[config.mk]
export PLATFORM = sky130hd
export DESIGN_NAME = rx_cp_remove_s2p
export DESIGN_NICKNAME = d
export VERILOG_FILES = /design/src/rtl/rx_cp_remove_s2p.sv
export SDC_FILE = /design/constraint.sdc
export NUM_CORES = 1
export LEC_CHECK = 0
export CAP_MARGIN = 20
export CORE_AREA = 10 10 322 324
export DETAILED_ROUTE_END_ITERATION = 10
export DIE_AREA = 0 0 332 334
export GPL_TIMING_DRIVEN = 0
export SETUP_SLACK_MARGIN = 0.02
export SKIP_LAST_GASP = 1
export SLEW_MARGIN = 20
export SYNTH_ARGS = -nofsm -noshare
export SYNTH_HDL_FRONTEND = slang
export SYNTH_SLANG_ARGS = --single-unit
[constraint.sdc]
create_clock -name S2PCLK -period 2.8 [get_ports S2PCLK]
set_clock_uncertainty 0.2 [all_clocks]
set_input_delay 0.84 -clock S2PCLK [delete_from_list [all_inputs] [get_ports S2PCLK]]
set_output_delay 0.84 -clock S2PCLK [all_outputs]
set_load 0.1 [all_outputs]
[src/rtl/rx_cp_remove_s2p.sv]
// Receive-side cyclic-prefix removal and serial-to-parallel gather for the 16-point FFT.
// Optional CP-vs-body-tail consistency check is compiled in with `define S2P_CP_CHECK_EN.
module rx_cp_remove_s2p #(
    parameter int portWidth = 16,
    parameter int N         = 16,
    parameter int CPLen     = 4
) (
    input  logic                   S2PCLK,
    input  logic                   S2PRST,
    input  logic [portWidth-1:0]   S2PinR,
    input  logic [portWidth-1:0]   S2PinI,
    input  logic                   S2PinValid,
    input  logic                   S2PinSync,
    output logic [N*portWidth-1:0] S2PoutR,
    output logic [N*portWidth-1:0] S2PoutI,
    output logic                   S2PoutValid,
    output logic                   S2PcpErr
);

    localparam int CNT_W = $clog2(N);

    typedef enum logic {SKIP_CP, COLLECT} state_t;

    state_t               state, state_nxt;
    logic [CNT_W-1:0]     cnt, cnt_nxt;
    logic                 cap_we, frame_done, frame_pend;
    logic [portWidth-1:0] cap_r [N];
    logic [portWidth-1:0] cap_i [N];

    // NOTE: state advances only on qualified samples; idle cycles freeze the whole FSM.
    always_ff @(posedge S2PCLK or negedge S2PRST) begin
        if (!S2PRST) begin
            state <= SKIP_CP;
            cnt   <= '0;
        end else if (S2PinValid) begin
            state <= state_nxt;
            cnt   <= cnt_nxt;
        end
    end

    // NOTE: defaults first so every path assigns both outputs and no latch is inferred.
    always_comb begin
        state_nxt = state;
        cnt_nxt   = cnt + 1'b1;
        case (state)
            SKIP_CP: if (cnt == CNT_W'(CPLen - 1)) begin
                cnt_nxt   = '0;
                state_nxt = COLLECT;
            end
            COLLECT: if (cnt == CNT_W'(N - 1)) begin
                cnt_nxt   = '0;
                state_nxt = SKIP_CP;
            end
            default: state_nxt = SKIP_CP;
        endcase
        // The sync sample itself is CP sample 0.
        if (S2PinSync) begin
            if (CPLen == 1) begin
                state_nxt = COLLECT;
                cnt_nxt   = '0;
            end else begin
                state_nxt = SKIP_CP;
                cnt_nxt   = CNT_W'(1);
            end
        end
    end

    always_comb begin
        cap_we     = S2PinValid && (state == COLLECT);
        frame_done = cap_we && (cnt == CNT_W'(N - 1));
    end

    // NOTE: the capture array is cleared on reset so a partial frame never leaks stale data.
    always_ff @(posedge S2PCLK or negedge S2PRST) begin
        if (!S2PRST) begin
            for (int k = 0; k < N; k++) begin
                cap_r[k] <= '0;
                cap_i[k] <= '0;
            end
        end else if (cap_we) begin
            cap_r[cnt] <= S2PinR;
            cap_i[cnt] <= S2PinI;
        end
    end

    // Outputs copy one cycle after completion, so slot N-1 is already in the array.
    always_ff @(posedge S2PCLK or negedge S2PRST) begin
        if (!S2PRST) begin
            frame_pend  <= 1'b0;
            S2PoutValid <= 1'b0;
            S2PoutR     <= '0;
            S2PoutI     <= '0;
        end else begin
            frame_pend  <= frame_done;
            S2PoutValid <= frame_pend;
            if (frame_pend) begin
                for (int k = 0; k < N; k++) begin
                    S2PoutR[k*portWidth +: portWidth] <= cap_r[k];
                    S2PoutI[k*portWidth +: portWidth] <= cap_i[k];
                end
            end
        end
    end

`ifdef S2P_CP_CHECK_EN
    localparam int CP_W = (CPLen > 1) ? $clog2(CPLen) : 1;

    logic [portWidth-1:0] cp_r [CPLen];
    logic [portWidth-1:0] cp_i [CPLen];
    logic                 cp_we, cp_trunc, trunc_evt, cp_mismatch, err_pend;
    logic [CP_W-1:0]      cp_idx;

    always_comb begin
        cp_we     = S2PinValid && ((state == SKIP_CP) || S2PinSync);
        cp_idx    = S2PinSync ? '0 : CP_W'(cnt);
        trunc_evt = S2PinValid && S2PinSync && (state == SKIP_CP) && (cnt != '0);
    end

    // Body slot N-1 is being written this edge, so compare against the live input for it.
    always_comb begin
        cp_mismatch = cp_trunc;
        for (int j = 0; j < CPLen; j++) begin
            if (N - CPLen + j == N - 1) begin
                if ((cp_r[j] != S2PinR) || (cp_i[j] != S2PinI)) cp_mismatch = 1'b1;
            end else begin
                if ((cp_r[j] != cap_r[N-CPLen+j]) || (cp_i[j] != cap_i[N-CPLen+j])) cp_mismatch = 1'b1;
            end
        end
    end

    always_ff @(posedge S2PCLK or negedge S2PRST) begin
        if (!S2PRST) begin
            for (int j = 0; j < CPLen; j++) begin
                cp_r[j] <= '0;
                cp_i[j] <= '0;
            end
            cp_trunc <= 1'b0;
            err_pend <= 1'b0;
            S2PcpErr <= 1'b0;
        end else begin
            if (cp_we) begin
                cp_r[cp_idx] <= S2PinR;
                cp_i[cp_idx] <= S2PinI;
            end
            if (trunc_evt)       cp_trunc <= 1'b1;
            else if (frame_done) cp_trunc <= 1'b0;
            err_pend <= frame_done && cp_mismatch;
            S2PcpErr <= err_pend;
        end
    end
`else
    assign S2PcpErr = 1'b0;
`endif

endmodule
# After elaboration in Yosys (flattened, before gate mapping)
# Index checks and enable logic that the tools add are counted.
[word_totals]
memories = 0
latchBits = 0
mem_bits_rw = 0
mem_bits_ro = 0
output_inout_bits = 514
reg_bits = 1031
[op_classes]
bitwise_logic = 2
shifts = 0
eq_ne = 2
muxes = 12
order_cmp = 2
reduce_logical = 3
n_mul = 0
div_mod_pow = 0
add_sub_neg = 1
[op_table]
columns = ["op", "count"]
rows = [
  ["$bwmux 256", 2],
  ["$demux 16 s4", 1],
  ["$mux 16", 1],
  ["$mux 4", 3],
  ["$pmux 4 s2", 1],
  ["$ge 5x5->1 const B", 1],
  ["$lt 5x1->1 const B", 1],
  ["$not 4->5", 1],
  ["$add 4x1->4 const B", 1],
  ["$eq 4x2->1 const B", 1],
  ["$eq 4x4->1 const B", 1],
  ["$logic_and 1x1->1", 3],
  ["$mux 1", 3],
  ["$pmux 1 s2", 1],
  ["$not 1->1", 1],
]

# Logic depth before layout (Yosys ltp)
# Gate-level depths: netlist of run 1.
[depth]
depth_word = 6
mapped_depth = 7
depth_no_buf = 5

# Worst setup path before layout of run 1
# Ideal clock, no wire load.
[synth_path]
kind = "input port to flip-flop"
from = "input port S2PinValid"
to = "register cap_r[242] (netlist name)"
slack_ns = 0.596
path_buffers = 2
stages = 5
arrival_time_ns = 1.879
path_cell_list = "buf_2 > nand3b_2 > nor2_2 > buf_4 > mux2_2"
[synth_between]
elab_chain_cells = 1
[synth_rtl]
columns = ["element", "line", "source"]
rows = [
  ["start: declaration", "12", "input logic S2PinValid,"],
  ["$logic_and 1x1->1", "69", "cap_we = S2PinValid && (state == COLLECT);"],
  ["end signal: indexed assignment", "81", "cap_r[cnt] <= S2PinR;"],
  ["end: declaration", "27", "logic [portWidth-1:0] cap_r [N];"],
]
# Every way passes these cells.
# A chain may end at the register's enable or synchronous reset.

# Worst setup path after layout of run 1
[layout_path]
from = "input port S2PinValid"
to = "register cap_r[75] (netlist name)"
# Same word-level chain as after synthesis.

==> results.ini, run 1 <==
[status]
status=finished clean

[layout]
layout-drive-gt1-share=0.607
fin_util=0.516
area_growth_pct=30.2
fin_nets=2963
layout_common_cells=dfrtp_1 (1,031), mux2_2 (949), clkdlybuf4s15_2 (497)
mostFrequentLayoutCell=dfrtp_1
fillers=8026

[floorplanning]
rows=115
die_area_um2=111000
die_x_um=332
num_io_pins=550
die_h_um=334
core_um2=97600
start_util=0.396

[grt]
grt.overflow.total=0
track_usage=0.192
grt_pass1_wl_um=161000
grt_max_degree=154
antenna_found_initial=3
grt_pass1_vias=23732

[synthesis]
syn-num-nets=2295
avgSynthCellArea_um2=17.1
syn_inst=2255
yosysWarnings=0
postSynthRegisterBits=1031
synth_area_um2=38700
synthDistinctLibCells=31
ys_seq_area_frac=0.667

[sta]
final-hold-violation-count=0
fmax_mhz=363
fin_ws_ns=0.0478
rsz0062_at_grt=no
finalMaxSlewViolations=0
setup_violations=0
min_period_over_period=0.983
worstMarginPinSlew_ns=1.07
max_slew_margin=0.285
fin_crit_ns=2.75

[place]
dp_worst_setup_slack_ns=-0.754
numPortBuffers=548
dpl.hpwl_um=78600
place_congestion=0.798

[setup_path]
crit_required_ns=3.16
cp-end-kind=register
cp_data_arrival_time_ns=3.12
cp_max_fo=10
critical_path_class=in2reg
crit_path_start_kind=input pin

[pwr]
cellLeakagePower_nw=24.4
ir_drop_uv=485
power_density_nw_per_um2=741

[clock_tree]
cts_buffer_depth=3
cts_num_sinks=1031
clk_latency_ns=0.69
cts_root_buffer=clkbuf_16
postCtsSetupBuffers=0
cts.clk_slew.worst_paths_ns=0.06
numCtsBuffers=109
cts_htree_levels=3
cts_tree=built

[route]
wl_per_cell_um=25.1
postRouteAntennaNets=0
drt_iter0_drc=919
wirelength_um=108000
avgViaCountPerCell=4.94
drcViolationCount=0
firstDrtPassIters=4
via_count=21253

[hold_path]
hold_class=in2async

[job]
drv_cap=0

==> routing by layer <==
metal  GRT usage  up-vias  wire length, um
met5           0        -                8
met4      0.0621        2             3030
met3      0.0583      138             7350
met2       0.324      490            53200
met1       0.232    11333            44400
li1            -     9290                -
==> layout make-up <==
cell class / instances / area, um^2 / area share
timing repair buffer: 557 / 6300 / 0.125
inverter: 4 / 15.0 / 0.000298
antenna: 1 / 2.50 / 0.0000497
clock inverter: 46 / 617 / 0.0123
tap: 1287 / 1610 / 0.0320
buffer: 144 / 759 / 0.0151
clock buffer: 156 / 3140 / 0.0623
multi-input combinational: 1076 / 12100 / 0.240
sequential: 1031 / 25800 / 0.512
==> cell families (layout without fill, tap and decap cells) <==
| logic type | after synthesis | after routing | share of synthesized area |
|---|---|---|---|
| DFF | 1031 | 1031 | 0.667 |
| muxes | 1024 | 1024 | 0.304 |
| buffers and inverters | 148 | 907 | 0.0200 |
| and+or+nand+nor | 38 | 38 | 0.00583 |
| AOI/OAI and AO/OA | 9 | 9 | 0.00149 |
| adders and majority gates | 4 | 4 | 0.00129 |
| other | 1 | 2 | 0.0000970 |
==> registers in the layout (all words and copies together), names as in the netlist <==
name,cells
state,1
S2PoutR,256
cap_r,256
cap_i,256
S2PoutValid,1
cnt,4
S2PoutI,256
frame_pend,1
==> worst max-delay path: stages <==
cell and delay (ns):
clkdlybuf4s50_1 0.60, nand3_2 0.16, nor2_1 0.79, buf_4 0.35
mux2_2 0.36
==> per-stage QoR <==
stage | instance area, um^2 | hold WS, ns | std cells | TNS, ns | power (mW)
2_1_floorplan | 38700 | 0.152 | 2255 | 0 | 21.1
4_1_cts | 50300 | 0.0449 | 4301 | 0 | 37.8
3_3_place_gp | 45800 | 0.157 | 4090 | - | 22.4
3_5_place_dp | 45900 | 0.162 | 4097 | -397.73 | 22.6
6_report | 50400 | 0.00938 | 4302 | 0 | 37.3
5_1_grt | 50300 | 0.0678 | 4301 | 0 | 38.9
==> timing repair <==
action                      CTS  global route
pin swaps                     0             0
setup endpoints to repair   780            82
hold buffers                  2             0
gates resized for setup    1531             6
hold endpoints to repair     42             0
==> worst paths after layout <==
path / startpoint / to / slack [ns] / cells past startpoint
min in group S2PCLK: frame_pend / S2PoutValid / 0.18 / 0
max in group asynchronous: S2PRST / S2PoutR[123] / 0.46 / 4
hold reg to reg: frame_pend / S2PoutValid / 0.18 / 0
setup reg to reg: cnt[0] / cap_r[75] / 0.14 / 5
hold / removal: S2PRST / cap_i[87] / 0.009 / 2
setup / recovery: S2PinValid / cap_r[75] / 0.05 / 5
==> cells in the mapped netlist <==
library cell / instances / share of area
conb_1: 1 / 0.000097
nand2_1: 4 / 0.00039
buf_2: 77 / 0.010
dfrtp_1: 1031 / 0.67
mux2_1: 15 / 0.0044
mux2_2: 949 / 0.28
o31ai_1: 1 / 0.00019
o21ai_0: 2 / 0.00026
o211ai_1: 1 / 0.00019
o22ai_1: 1 / 0.00016
a31oi_1: 2 / 0.00032
inv_1: 4 / 0.00039
mux2_4: 60 / 0.023
ha_1: 4 / 0.0013
nand3_2: 3 / 0.00078
or3_1: 3 / 0.00049
nor2_2: 6 / 0.00097
nand3b_2: 1 / 0.00029
and3_1: 1 / 0.00016
a21oi_1: 1 / 0.00013
nand4b_1: 1 / 0.00023
nand3_1: 1 / 0.00013
buf_4: 20 / 0.0039
a211o_1: 1 / 0.00023
nand2b_1: 5 / 0.00081
nor2_1: 10 / 0.00097
nand4_1: 1 / 0.00016
clkbuf_1: 41 / 0.0040
buf_6: 6 / 0.0017
or4b_2: 1 / 0.00026
nand3b_1: 1 / 0.00019
==> report_power, final <==
group          switching, mW  leakage, nW  internal (mW)
combinational           2.17         8.43           2.09
sequential              1.07         14.1           17.0
clock                   6.01         1.84           8.99
total                   9.26         24.4           28.0
No activity file was read; power rests on OpenSTA's default activity.
==> run 2: changes to the inputs <==
--- a/config.mk
+++ b/config.mk
@@ -10,6 +10,7 @@
 export DETAILED_ROUTE_END_ITERATION = 10
 export DIE_AREA = 0 0 332 334
 export GPL_TIMING_DRIVEN = 0
+export PLACE_DENSITY_LB_ADDON = 0.3
 export SETUP_SLACK_MARGIN = 0.02
 export SKIP_LAST_GASP = 1
 export SLEW_MARGIN = 20
==> run 2 against run 1 <==
Compared with the run above:
- the run now ends with hold timing left
- critical path depth did not move
- sequential share of layout area fell by 0.058 points
- setup slack improved by 0.023 ns
- final area rose by 0.11%
- routed wire length fell by 0.68%
- core utilization rose by 0.059 points
- worst hold slack got worse by 0.14 ns
- non-clock buffer count rose by 6
- clock power fell by 4%
- register-to-register slack barely moved
- maximum frequency rose by 0.86%
==> results.ini, run 2 (synthesis results as in run 1) <==
[layout]
fin_util=0.517
area_growth_pct=30.4
layout_common_cells=dfrtp_1 (1,031), mux2_2 (949), clkdlybuf4s15_2 (505)
mostFrequentLayoutCell=dfrtp_1
fillers=7929
layout-drive-gt1-share=0.609
fin_nets=2966

[floorplanning]
die_h_um=334
die_x_um=332
rows=115
die_area_um2=111000
num_io_pins=550
start_util=0.396
core_um2=97600

[setup_path]
path_depth=5
cp_max_fo=10
crit_path_start=S2PinValid
critical_path_class=in2reg
crit_chain=clkdlybuf4s50_1 > nand3_2 > nor2_1 > buf_4 > mux2_2
crit_end=cap_i[68]
cp-end-kind=register
critPathBufInv=2
r2r-end=cap_i[68]
r2r_slack_ns=0.15
slowest_delay_ns=0.76
r2r.worst_path.cells=5
r2r_start=cnt[0]
path_delay_family=buffers and inverters
crit_required_ns=3.15
cp_data_arrival_time_ns=3.08
crit_path_start_kind=input pin
crit_slowest_cell=nor2_1

[clock_tree]
cts_buffer_depth=3
cts_root_buffer=clkbuf_16
clk_latency_ns=0.68
numCtsBuffers=106
cts_tree=built
cts_num_sinks=1031
cts_htree_levels=3
cts.clk_slew.worst_paths_ns=0.06

[grt]
antenna_found_initial=4
grt-busiest-layer=met2
gr-usage-met3=0.0595
grt_pass1_wl_um=160000
grt.overflow.total=0
grt_pass1_vias=23555
met2_usage=0.320
grtUsageMet1=0.232
track_usage=0.190
grt_max_degree=157

[status]
status=finished with violations
violations=hold timing

[sta]
final-hold-violation-count=106
finalMaxSlewViolations=0
fin_setup_tns_ns=0
max_slew_margin=0.288
hold_slack_ns=-0.133
rsz0062_at_grt=no
setup_violations=0
min_period_over_period=0.975
fin_crit_ns=2.73
worstMarginPinSlew_ns=1.07
fmax_mhz=366

[route]
via_count=21289
firstDrtPassIters=6
wirelength_um=107000
avgViaCountPerCell=4.95
wl_per_cell_um=24.9
postRouteAntennaNets=0
drt_iter0_drc=876
drcViolationCount=0

[pwr]
ir_drop_uv=496
cellLeakagePower_nw=24.4
power_density_nw_per_um2=729

[place]
dpl.hpwl_um=77400
numPortBuffers=548
place_congestion=0.813

[hold_path]
hold_class=in2async

[job]
drv_cap=0

==> run 2: changes by cell type in the layout (fill, tap and decap cells not counted), moves of 2 or more <==
cell             previous run  this run
clkdlybuf4s18_2             7         2
bufinv_16                  13         7
buf_2                      86        83
clkbuf_1                   65        57
clkinv_4                    2         4
bufbuf_16                   0         5
diode_2                     1         3
clkinv_2                   20        18
clkdlybuf4s15_2           497       505
clkbuf_8                   19        28
==> run 2: cell type report <==
class	count	area [um^2]	area share
Clock buffer	154	3160	0.0626
Tap cell	1287	1610	0.0319
Antenna cell	3	7.51	0.000149
Clock inverter	39	438	0.00869
Inverter	4	15.0	0.000298
Buffer	144	759	0.0151
Multi-Input combinational cell	1076	12100	0.240
Timing Repair Buffer	563	6520	0.129
Sequential cell	1031	25800	0.512
==> run 2: power by group <==
group | internal, mW | total (mW) | switching [mW]
logic | 2.12 | 4.30 | 2.18
registers | 17.0 | 18.1 | 1.09
clock network | 8.47 | 14.4 | 5.93
total | 27.6 | 36.8 | 9.20
==> run 2: repair_timing <==
action | 4_1_cts | 5_1_grt
setup buffers | 0 | 0
gates cloned | 5 | 2
gates resized for setup | 1523 | 6
setup endpoints to repair | 1012 | 276
hold endpoints to repair | 106 | 106
pin swaps | 0 | 0
==> run 2: how the worst min path moves through the flow <==
stage	from	cells past startpoint	end	slack, ns
final	S2PRST	1	cap_i[37]	-0.13
after global routing	S2PRST	1	cap_i[38]	-0.10
after CTS	S2PRST	1	cap_i[37]	-0.14
after detailed placement	frame_pend	0	S2PoutValid	0.17
after global placement	frame_pend	0	S2PoutValid	0.16
after floorplan	frame_pend	0	S2PoutValid	0.15
==> run 2: layer usage <==
layer  share of wire  wire [um]
met1            0.41      44300
met2            0.49      52600
met3           0.070       7530
met4           0.026       2780
met5         0.00012         13
==> run 2: metrics by stage <==
step / cell area, um^2 / setup WS [ns] / instances / total power [mW]
6_report: 50400 / 0.0713 / 4301 / 36.8
3_3_place_gp: 45800 / -42.95 / 4090 / 22.3
4_1_cts: 50300 / 0.0185 / 4296 / 37.2
2_1_floorplan: 38700 / 0.596 / 2255 / 21.1
5_1_grt: 50400 / 0.0241 / 4298 / 38.3
3_5_place_dp: 46000 / -1.59 / 4098 / 22.6
==> run 3: changes to the inputs <==
--- a/config.mk
+++ b/config.mk
@@ -6,9 +6,9 @@
 export NUM_CORES = 1
 export LEC_CHECK = 0
 export CAP_MARGIN = 20
-export CORE_AREA = 10 10 322 324
+export CORE_AREA = 10 10 305 307
 export DETAILED_ROUTE_END_ITERATION = 10
-export DIE_AREA = 0 0 332 334
+export DIE_AREA = 0 0 315 317
 export GPL_TIMING_DRIVEN = 0
 export PLACE_DENSITY_LB_ADDON = 0.3
 export SETUP_SLACK_MARGIN = 0.02
==> run 3 against run 2 <==
Compared with the run above:
- the flow still finishes with violations (hold timing)
- non-clock buffer count fell by 4
- final area fell by 0.13%
- power rose by 1.8%
- core utilization rose by 6.4 points
- worst hold slack improved by 0.027 ns
- die area fell by 9.9%
- critical endpoint is now cap_r[132]
- largest cell class unchanged
- largest power group unchanged
==> results.ini, run 3 (synthesis results as in run 1) <==
[status]
status=finished with violations
violations=hold timing

[setup_path]
critical_path_class=in2reg
r2r_start=cnt[1]
crit_path_start_kind=input pin
critPathBufInv=3
r2r.worst_path.cells=6
crit_required_ns=3.13
path_delay_family=buffers and inverters
crit_chain=clkdlybuf4s50_1 > buf_2 > nand3b_2 > nor2_2 > buf_4 > mux2_2
r2r_slack_ns=0.16
crit_slowest_cell=clkdlybuf4s50_1
cp_data_arrival_time_ns=3.10
cp-end-kind=register
slowest_delay_ns=0.59
r2r-end=cap_i[32]
cp_max_fo=10

[sta]
final-hold-violation-count=77
fin_crit_ns=2.77
finalMaxSlewViolations=0
min_period_over_period=0.990
rsz0062_at_grt=no
worstMarginPinSlew_ns=1.00
fin_setup_tns_ns=0
setup_violations=0
hold_slack_ns=-0.106
max_slew_margin=0.332
fmax_mhz=361
fin_ws_ns=0.0286

[floorplanning]
rows=108
die_area_um2=99900
die_h_um=317
die_x_um=315
num_io_pins=550
core_um2=86600
start_util=0.446

[layout]
area_growth_pct=30.2
fin_nets=2962
layout_common_cells=dfrtp_1 (1,031), mux2_2 (949), clkdlybuf4s15_2 (508)
fillers=6616
final_cell_count_no_fill=4169
layout-drive-gt1-share=0.610
mostFrequentLayoutCell=dfrtp_1

[pwr]
ir_drop_uv=569
power_density_nw_per_um2=743
cellLeakagePower_nw=24.4

[route]
postRouteAntennaNets=0
firstDrtPassIters=5
drcViolationCount=0
wl_per_cell_um=25.1
wirelength_um=105000
drt_iter0_drc=850
via_count=21305
avgViaCountPerCell=5.11

[grt]
antenna_found_initial=3
grt_max_degree=157
track_usage=0.207
grt_pass1_vias=23844
grt_pass1_wl_um=156000
grt.overflow.total=0

[hold_path]
hold_class=in2async

[clock_tree]
cts_tree=built
postCtsSetupBuffers=0
clk_latency_ns=0.67
cts_buffer_depth=3
cts.clk_slew.worst_paths_ns=0.06
cts_num_sinks=1031
numCtsBuffers=106
cts_root_buffer=clkbuf_16
cts_htree_levels=3

[job]
drv_cap=0

[place]
dp.cells=3965
place_congestion=0.826
numPortBuffers=548
dpl.hpwl_um=75400
dp_worst_setup_slack_ns=-1.16

-- run 3: cell types whose count changed in the layout (fill, tap and decap cells not counted), moves of 2 or more --
cell	before	now
bufbuf_16	5	3
bufinv_16	7	17
clkbuf_1	57	55
clkbuf_16	110	108
clkbuf_8	28	20
clkdlybuf4s15_2	505	508
clkdlybuf4s18_2	2	0
clkinv_2	18	26
clkinv_4	4	2
clkinvlp_4	3	5
inv_16	1	3
inv_6	5	1
-- run 3: worst max-delay path by stage --
stage	from	to	slack, ns	depth (start not counted)
2_1_floorplan	S2PinValid	cap_r[242]	0.60	5
3_3_place_gp	S2PRST	S2PoutR[91]	-42.76	1
4_1_cts	S2PoutI[240]	S2PoutI[240]	0.05	1
3_5_place_dp	S2PRST	cap_r[171]	-1.16	5
5_1_grt	S2PinValid	cap_r[180]	0.02	6
6_report	S2PinValid	cap_r[132]	0.03	6
-- run 3: report_power, final --
group | switching [mW] | internal, mW
clock | 5.94 | 9.13
combinational | 2.17 | 2.11
sequential | 1.10 | 17.0
-- run 3: worst reg2reg max path, stage by stage, from the launching register on --
cell     delay, ns
dfrtp_1       0.42
inv_1         0.12
ha_1          0.17
nand3_2       0.12
nor2_1        0.69
buf_2         0.44
mux2_2        0.38
-- run 3: timing repair --
action,in CTS,in global routing
endpoints found under the hold margin,77,77
gates cloned,3,1
resized for setup,1528,4
endpoints found under the setup margin,800,127
-- run 3: layout make-up --
type                       instances  area (um^2)  area share
sequential                      1031        25800       0.513
multi-input combinational       1076        12100       0.241
timing repair buffer             559         6430       0.128
clock buffer                     143         3010      0.0598
tap                             1155         1450      0.0287
clock inverter                    54          764      0.0152
buffer                           144          759      0.0151
inverter                           4         15.0    0.000298
antenna                            3         7.51    0.000149
-- run 3: stage by stage --
stage	utilization	total power, mW	instance area, um^2	hold WS [ns]
after CTS	0.581	37.8	50300	-0.131
after detailed placement	0.529	22.6	45800	0.171
final	0.581	37.4	50300	-0.106
after global routing	0.581	38.9	50300	-0.101
after floorplan	-	21.1	38700	0.152
after global placement	0.526	22.3	45600	0.157
-- run 3: per-layer routing --
layer,vias to the layer above,wire length [um],GRT usage
met1,11367,41500,0.247
met2,516,52500,0.357
met5,-,13,0
met3,170,7410,0.0606
met4,2,3200,0.0658
li1,9250,-,-
==> edit (settings of run 3) <==
Put one more register stage on the output `S2PoutR`, without a reset. The value now appears one clock later. The other outputs are not delayed to match.
--- a/src/rtl/rx_cp_remove_s2p.sv
+++ b/src/rtl/rx_cp_remove_s2p.sv
@@ -21,4 +21,6 @@
 
     typedef enum logic {SKIP_CP, COLLECT} state_t;
+
+    logic [N*portWidth-1:0] S2PoutR_s0;
 
     state_t               state, state_nxt;
@@ -89,5 +91,5 @@
             frame_pend  <= 1'b0;
             S2PoutValid <= 1'b0;
-            S2PoutR     <= '0;
+            S2PoutR_s0  <= '0;
             S2PoutI     <= '0;
         end else begin
@@ -96,5 +98,5 @@
             if (frame_pend) begin
                 for (int k = 0; k < N; k++) begin
-                    S2PoutR[k*portWidth +: portWidth] <= cap_r[k];
+                    S2PoutR_s0[k*portWidth +: portWidth] <= cap_r[k];
                     S2PoutI[k*portWidth +: portWidth] <= cap_i[k];
                 end
@@ -153,3 +155,7 @@
 `endif
 
+    always_ff @(posedge S2PCLK) begin
+        S2PoutR <= S2PoutR_s0;
+    end
+
 endmodule
Behaviour: same outputs for any inputs over 4 cycles, from zero or initial values and one cycle with S2PRST low; that may be too few to reach the edited logic, so the function may still have changed.
==> edit against run 3 <==
  * Via count increased by 8.2%
  * Setup slack improved by 0.034 ns
  * Synthesized area increased by 14%
  * Power increased by 19%
  * Non-clock buffer count increased by 1
  * Register-to-register slack improved by 0.02 ns
  * Critical path depth decreased by 5
  * Cell area increased by 12%
  * Sequential cell count increased by 256
  * Wire length increased by 6.0%
  * Count of clock-buffer cells in the layout increased by 38
  * Clock power increased by 16%
==> edit: results (changes against run 3) <==
largest net degree at the start of global routing=158 (+0.64%); met1 Usage GRT=0.272 (+0.0249); crit path launch=S2PoutI[18]; Reg2Reg Setup Slack=0.18 ns (+0.02 ns); placed instance count=4219 (+6.4%); top cells by area, synth=dfrtp_1 (59%), mux2_2 (23%), dfxtp_1 (12%); layout cells sized above 1=0.562 (-0.0480); post-synthesis sequential area ratio=0.701 (+0.0342); vias in the first global route=25800 (+8.3%); outcome=finished, final reports clean; Min Hold Slack=0.150 ns (+0.256 ns); global-route wire length before repair=165 mm (+5.8%); detailed-route wire length per cell=24.9 um (-0.86%); M2 GR Usage=0.369 (+0.0123); Leak=27.3 nW (+12%); 1st-pass router iterations=6 (+1); met3 usage=0.0650 (+0.00435); HPWL after DPL=79.6 mm (+5.6%); most frequent cells after synthesis=dfrtp_1 (1031), mux2_2 (890), dfxtp_1 (256); Crit Path Max Fanout=2 (-8); CP max-delay cell=clkdlybuf4s15_2; reg2reg end=cap_i[209]; peak supply drop=0.609 mV (+7.0%); nets=3233 (+9.1%); r2r startpoint=cnt[0]; pre-CTS WS=-0.557 ns (+0.605 ns)
==> edit: changes by cell type after synthesis, moves of 3 or more <==
cell and delta:
buf_4 -17, buf_6 +15, dfxtp_1 +256, mux2_2 -59, mux2_4 +60, nand2_1 +4, nand2_2 +3, nand2_4 +3
nand2b_1 -4, nand3_2 -3, nor2_1 -8, nor2_2 -6
==> edit: power groups by stage <==
stage                     registers, mW  clock network [mW]  logic (mW)
after global placement             22.5                   0        4.53
after global routing               22.5                18.6        5.17
after floorplan                    22.9                   0        2.77
after detailed placement           22.6                   0        4.86
final                              22.3                17.5        4.81
after CTS                          22.2                17.8        4.87
==> edit: timing repair <==
| action | CTS | global route |
|---|---|---|
| endpoints found under the hold margin | 76 | 0 |
| setup endpoints to repair | 730 | 459 |
| resized for setup | 1538 | 2 |
| pin swaps | 0 | 0 |
| hold buffers | 1 | 0 |
| gates cloned | 0 | 4 |
==> edit: cell families (layout without fill, tap and decap cells) <==
group	after synthesis	count (layout)	share of synthesized area
flops	1287	1287	0.701
compound gates	7	7	0.00114
other cells	1	3	0.0000851
mux	1024	1024	0.272
simple gates	35	35	0.00534
fa+ha+maj	5	5	0.00142
buf+inv	150	941	0.0188
==> edit: cell type report <==
type	instances	area share
clock buffers	181	0.0645
diodes	2	0.0000888
multi-input cells	1072	0.219
well taps	1155	0.0256
clock inverters	50	0.0135
flip-flops and latches	1287	0.549
plain buffers	144	0.0144
repair buffers	560	0.114
inverters	6	0.000400
==> edit: routing by layer <==
layer | share of wire | vias to the layer above
met1 | 0.41 | 12200
met4 | 0.025 | 0
met3 | 0.074 | 152
met5 | 0 | -
met2 | 0.49 | 591
li1 | - | 10100
